### src/rtl/mem_bus_arbiter.sv
// rtl/mem_bus_arbiter.sv - round-robin arbiter sharing one SRAM-like bus between fetch and data ports
// Single outstanding transaction; the requester not granted last wins a tie.
module mem_bus_arbiter #(
    parameter int ADDR_W = 32,
    parameter int DATA_W = 32
) (
    input  logic              clk,
    input  logic              resetn,
    input  logic              inst_req,
    input  logic [ADDR_W-1:0] inst_addr,
    input  logic              inst_uncached,
    output logic              inst_addr_ok,
    output logic              inst_data_ok,
    output logic [DATA_W-1:0] inst_rdata,
    input  logic              data_req,
    input  logic              data_wr,
    input  logic [1:0]        data_size,
    input  logic [ADDR_W-1:0] data_addr,
    input  logic [DATA_W-1:0] data_wdata,
    input  logic              data_uncached,
    output logic              data_addr_ok,
    output logic              data_data_ok,
    output logic [DATA_W-1:0] data_rdata,
    output logic              bus_req,
    output logic              bus_wr,
    output logic [1:0]        bus_size,
    output logic [ADDR_W-1:0] bus_addr,
    output logic [DATA_W-1:0] bus_wdata,
    output logic              bus_uncached,
    input  logic              bus_addr_ok,
    input  logic              bus_data_ok,
    input  logic [DATA_W-1:0] bus_rdata
);

    typedef enum logic [1:0] {
        S_IDLE,
        S_ADDR,
        S_WAIT,
        S_RESP
    } state_e;

    state_e            state_q, state_d;
    logic              owner_data_q, owner_data_d;
    logic              last_data_q, last_data_d;
    logic              bus_wr_q, bus_wr_d;
    logic [1:0]        bus_size_q, bus_size_d;
    logic [ADDR_W-1:0] bus_addr_q, bus_addr_d;
    logic [DATA_W-1:0] bus_wdata_q, bus_wdata_d;
    logic              bus_unc_q, bus_unc_d;
    logic [DATA_W-1:0] inst_rdata_q, inst_rdata_d;
    logic [DATA_W-1:0] data_rdata_q, data_rdata_d;
    logic              grant_data, grant_inst, capture;

    // On a tie the data port wins unless it was the last one served.
    assign grant_data = data_req && (!inst_req || !last_data_q);
    assign grant_inst = inst_req && !grant_data;

    always_comb begin
        state_d      = state_q;
        owner_data_d = owner_data_q;
        last_data_d  = last_data_q;
        bus_wr_d     = bus_wr_q;
        bus_size_d   = bus_size_q;
        bus_addr_d   = bus_addr_q;
        bus_wdata_d  = bus_wdata_q;
        bus_unc_d    = bus_unc_q;
        inst_addr_ok = 1'b0;
        data_addr_ok = 1'b0;
        inst_data_ok = 1'b0;
        data_data_ok = 1'b0;
        bus_req      = 1'b0;
        capture      = 1'b0;
        case (state_q)
            S_IDLE: begin
                if (grant_data) begin
                    data_addr_ok = 1'b1;
                    owner_data_d = 1'b1;
                    last_data_d  = 1'b1;
                    bus_wr_d     = data_wr;
                    bus_size_d   = data_size;
                    bus_addr_d   = data_addr;
                    bus_wdata_d  = data_wdata;
                    bus_unc_d    = data_uncached;
                    state_d      = S_ADDR;
                end else if (grant_inst) begin
                    inst_addr_ok = 1'b1;
                    owner_data_d = 1'b0;
                    last_data_d  = 1'b0;
                    bus_wr_d     = 1'b0;
                    bus_size_d   = 2'd2;
                    bus_addr_d   = inst_addr;
                    bus_wdata_d  = '0;
                    bus_unc_d    = inst_uncached;
                    state_d      = S_ADDR;
                end
            end
            S_ADDR: begin
                bus_req = 1'b1;
                if (bus_addr_ok) begin
                    capture = bus_data_ok;
                    state_d = bus_data_ok ? S_RESP : S_WAIT;
                end
            end
            S_WAIT: begin
                if (bus_data_ok) begin
                    capture = 1'b1;
                    state_d = S_RESP;
                end
            end
            S_RESP: begin
                inst_data_ok = !owner_data_q;
                data_data_ok = owner_data_q;
                state_d      = S_IDLE;
            end
            default: state_d = S_IDLE;
        endcase
    end

    // Stores leave the load data register untouched.
    always_comb begin
        inst_rdata_d = inst_rdata_q;
        data_rdata_d = data_rdata_q;
        if (capture) begin
            if (!owner_data_q)
                inst_rdata_d = bus_rdata;
            else if (!bus_wr_q)
                data_rdata_d = bus_rdata;
        end
    end

    always_ff @(posedge clk or negedge resetn) begin
        if (!resetn) begin
            state_q      <= S_IDLE;
            owner_data_q <= 1'b0;
            last_data_q  <= 1'b0;
            bus_wr_q     <= 1'b0;
            bus_size_q   <= 2'd0;
            bus_addr_q   <= '0;
            bus_wdata_q  <= '0;
            bus_unc_q    <= 1'b0;
            inst_rdata_q <= '0;
            data_rdata_q <= '0;
        end else begin
            state_q      <= state_d;
            owner_data_q <= owner_data_d;
            last_data_q  <= last_data_d;
            bus_wr_q     <= bus_wr_d;
            bus_size_q   <= bus_size_d;
            bus_addr_q   <= bus_addr_d;
            bus_wdata_q  <= bus_wdata_d;
            bus_unc_q    <= bus_unc_d;
            inst_rdata_q <= inst_rdata_d;
            data_rdata_q <= data_rdata_d;
        end
    end

    assign bus_wr       = bus_wr_q;
    assign bus_size     = bus_size_q;
    assign bus_addr     = bus_addr_q;
    assign bus_wdata    = bus_wdata_q;
    assign bus_uncached = bus_unc_q;
    assign inst_rdata   = inst_rdata_q;
    assign data_rdata   = data_rdata_q;

endmodule

### config.mk
export PLATFORM = sky130hd
export DESIGN_NAME = mem_bus_arbiter
export DESIGN_NICKNAME = d
export VERILOG_FILES = /design/src/rtl/mem_bus_arbiter.sv
export SDC_FILE = /design/constraint.sdc
export NUM_CORES = 1
export LEC_CHECK = 0
export BUFFER_PORTS_ARGS = -buffer_cell sky130_fd_sc_hd__buf_2
export CORE_MARGIN = 1.5
export CORE_UTILIZATION = 35
export DETAILED_ROUTE_END_ITERATION = 6
export HOLD_SLACK_MARGIN = 0.05
export PLACE_DENSITY = 0.66
export SLEW_MARGIN = 20
export SYNTH_ARGS = -nofsm -noshare
export SYNTH_HDL_FRONTEND = slang
export SYNTH_SLANG_ARGS = --single-unit
### constraint.sdc
create_clock -name clk -period 3.3 [get_ports clk]
set_clock_uncertainty 0.05 [all_clocks]
set_input_delay 0.33 -clock clk [delete_from_list [all_inputs] [get_ports clk]]
set_output_delay 0.33 -clock clk [all_outputs]
set_load 0.05 [all_outputs]
==> run summary <==
The startpoint-to-endpoint class of the critical path was reg -> out. Of all nets on the critical path, the largest fanout is 34. The tools report the area of the core region as 15,100 um2. The footprint of the flip-flops and latches is 3380 um2, and the pin count of the biggest net entering global routing is 78. After synthesis, the largest family of logic cells by area is multiplexers. Setup repair after global routing left no endpoint under its margin.

Initial antenna violation count: 0. The run gives 0 as the number of maximum-capacitance constraint violations. The critical path data arrival time was 2.17 ns. The remaining antenna violation count after routing was 0; the count of final max-slew check failures was 0.

The die is 127 um wide. The cell sitting at the root of the clock tree is a sky130_fd_sc_hd__clkbuf_16. During I/O placement, the number of pins put on the boundary was 276.

No sink is reached through more buffers than the 2 on the longest clock path. Ratio of routed vias to standard cells: 4.91. The parity-gate share of the synthesized area counting xor and xnor cells was 0%; the global-route wire length before repair was 22,900 um.

The count of buffers inserted at the top-level ports works out to 275. TritonCTS built the clock tree. The post-route minimum period is 2.55 ns, and the final worst-path cycle share is 77.3%.

During synthesis, Yosys emitted a total of 0 warnings. The floorplan has 45 rows. Walking the worst path, the cells encountered are a21bo_2 -> and3_1 -> buf_2.

The detailed-route DRC error count is 0, and the arithmetic-cell share of the synthesized area counting full adders, half adders and majority gates is 1.16%. Die footprint: 16,200 um2. Across all register-to-register paths, the minimum setup slack is 1.12 ns. The clock net sink count is 135.

Synthesis produced 427 cells. Derived from the worst setup path, the maximum achievable clock frequency is 0.392 GHz. The iteration count of the initial detailed-routing pass is 4, and the average wire per cell in the routed design is 15.8 um. The wire length after detailed routing came out at 14,300 um.

The placer's final routability congestion estimate is 0.791. The die is 127 um tall. At the end of the flow, the number of nets in the layout was 844. Summing every instance area after synthesis gives 5400 um2. The path type of the worst min-delay path was in -> reg. The clock-pin transition on the worst setup and hold timing paths is 0.06 ns, and the fraction of the mapped netlist area in compound gates is 13.2%. The source-to-sink clock delay at the later pin of the worst-skew pair is 0.41 ns. The combined global-route utilization of all metal layers is 18.1%, and the number of register bits inferred by synthesis is 135.

In this run the number of H-tree levels came out at 4. The count of distinct cell types in the synthesized netlist is 27. The run gives 0 as the final number of setup-violating endpoints.

The run finished with clean final reports. The worst setup path is captured at an output port. The layout filler cell count is 1,369. For the total negative slack, the log shows 0 ns. Critical path's slowest cell: sky130_fd_sc_hd__a21bo_2. The number of failing hold endpoints at the final stage came out at 0. The post-synthesis simple-gate area fraction was 5.96%. For this run, the register share of the synthesized area comes to 62.6%. The worst pin sits at a relative slew slack of 54.7%.

The buffering stage count on the worst path with inverters included was 1; the synthesized area per cell was 12.6 um2. The number of global-route vias before repair was 4,692. Counting the buffers created by CTS gives 17. The multi-input combinational cells in the finished layout cover a total of 1860 um2. For the number of post-CTS setup repair buffers, the log shows 0. For this run, the slowest stage of the critical path takes 0.66 ns. The number of nets in the synthesized netlist is 571. Initial cell density of the core: 35.6%.

Once detailed placement completed, the half-perimeter wirelength came to 10,300 um. Data on the critical path is required at its endpoint by 2.92 ns. The number of antenna diodes in the final layout is 0. STA classifies the critical path startpoint as a flop. The slew at the pin closest to its max-slew limit was 0.680 ns; the DRC marker count from the first detailed-route iteration was 207.

The layout overhead on the synthesized area was 39.8%. The portion of synthesized area spent on multiplexers is 13.7%. For this block, the via count after detailed routing is 4,424.

The total overflow left after global routing is 0. Of the cells placed in the final design, the portion with a size suffix greater than 1 is 53.9%. The dominant delay contributor by cell family on the critical path is compound AO/OA/AOI/OAI gates.
==> logic make-up (layout without fill, tap and decap cells) <==
kind of cell | Yosys count | after routing
flops | 135 | 135
compound gates | 111 | 111
simple gates | 76 | 76
mux | 66 | 66
buf+inv | 34 | 320
fa+ha+maj | 5 | 5
==> state kept, by name (all words and copies together) (netlist names) <==
signal / flops
bus_size: 2
inst_rdata: 32
bus_addr: 32
state_q: 2
bus_wr: 1
data_rdata: 32
bus_uncached: 1
last_data_q: 1
bus_wdata: 32
==> routing by layer <==
| layer | GRT usage (%) | wire (um) |
|---|---|---|
| met1 | 21.8 | 6060 |
| met2 | 31.0 | 6980 |
| met5 | 0 | 0 |
| met4 | 8.62 | 359 |
| met3 | 4.02 | 865 |
==> synthesized netlist by cell type, drive strengths merged <==
cell type,number,area [um2]
mux2,65,732
mux2i,1,10.0
a222oi,1,10.0
nor2,35,131
inv,5,18.8
a31oi,1,6.26
nor4b,1,23.8
nor3,1,10.0
a21boi,1,11.3
nand2,35,131
ha,5,62.6
o21ai,1,5.00
and3,2,12.5
dfrtp,135,3380
buf,21,131
and2,1,6.26
a21bo,1,10.0
clkbuf,8,30.0
o21a,1,7.51
nor2b,1,6.26
a22o,34,298
a211oi,1,7.51
a21oi,70,358
==> path summary, 6_finish.rpt <==
kind,startpoint,to,cells after the start
max,last_data_q,inst_addr_ok,3
min,data_wdata[31],bus_wdata[31],2
max reg2reg,state_q[0],data_rdata[31],6
min reg2reg,inst_rdata[30],inst_rdata[30],1
max in group asynchronous,resetn,bus_wdata[14],3
min in group asynchronous,resetn,data_rdata[24],2
==> layout make-up <==
cell class                      count  share of cell area, %
Clock buffer                       19                   6.00
Timing Repair Buffer              283                   19.3
Inverter                            5                  0.249
Multi-Input combinational cell    258                   24.6
Tap cell                          188                   3.12
Sequential cell                   135                   44.8
Clock inverter                     13                   1.96
==> worst reg2reg max path: stages, from the launching register on <==
cell and delay (ns):
sky130_fd_sc_hd__dfrtp_1 0.39, sky130_fd_sc_hd__inv_1 0.12, sky130_fd_sc_hd__ha_1 0.32, sky130_fd_sc_hd__nand2_1 0.13
sky130_fd_sc_hd__nor4b_4 0.23, sky130_fd_sc_hd__buf_4 0.43, sky130_fd_sc_hd__mux2_2 0.40
==> what timing repair did <==
| item | 4_1_cts | 5_1_grt |
|---|---|---|
| hold buffers | 1 | 0 |
| hold endpoints to repair | 58 | 0 |
| gates resized for setup | 0 | 0 |
| endpoints found under the setup margin | 0 | 0 |
==> stage by stage <==
stage | hold slack, ns | std cells | area [um2] | worst slack [ns] | utilization, %
floorplan | -0.0156 | 427 | 5400 | 1.02 | -
global placement | 0.287 | 868 | 6940 | 1.22 | 45.8
detailed placement | 0.294 | 868 | 6940 | 1.11 | 45.8
CTS | 0.0712 | 901 | 7550 | 0.723 | 49.8
global route | 0.0797 | 901 | 7550 | 0.609 | 49.8
finish | 0.0918 | 901 | 7550 | 0.749 | 49.8
==> placed cells by master, fill, tap and decap left out, types with 2 or more instances in the layout <==
master                         n
sky130_fd_sc_hd__a21oi_1      68
sky130_fd_sc_hd__clkinvlp_4    3
sky130_fd_sc_hd__and3_1        2
sky130_fd_sc_hd__clkbuf_16    17
sky130_fd_sc_hd__bufinv_16     2
sky130_fd_sc_hd__ha_1          5
sky130_fd_sc_hd__clkbuf_8      2
sky130_fd_sc_hd__mux2_2       63
sky130_fd_sc_hd__dfrtp_1     135
sky130_fd_sc_hd__buf_2       274
sky130_fd_sc_hd__inv_1         5
sky130_fd_sc_hd__nand2_1      35
sky130_fd_sc_hd__clkinv_4      4
sky130_fd_sc_hd__a22o_1       34
sky130_fd_sc_hd__a21oi_2       2
sky130_fd_sc_hd__clkinv_2      2
sky130_fd_sc_hd__mux2_1        2
sky130_fd_sc_hd__buf_4         6
sky130_fd_sc_hd__nor2_1       35
Power is not shown: default switching activity piles up to over one toggle a cycle in this logic, so the estimate is an artifact.
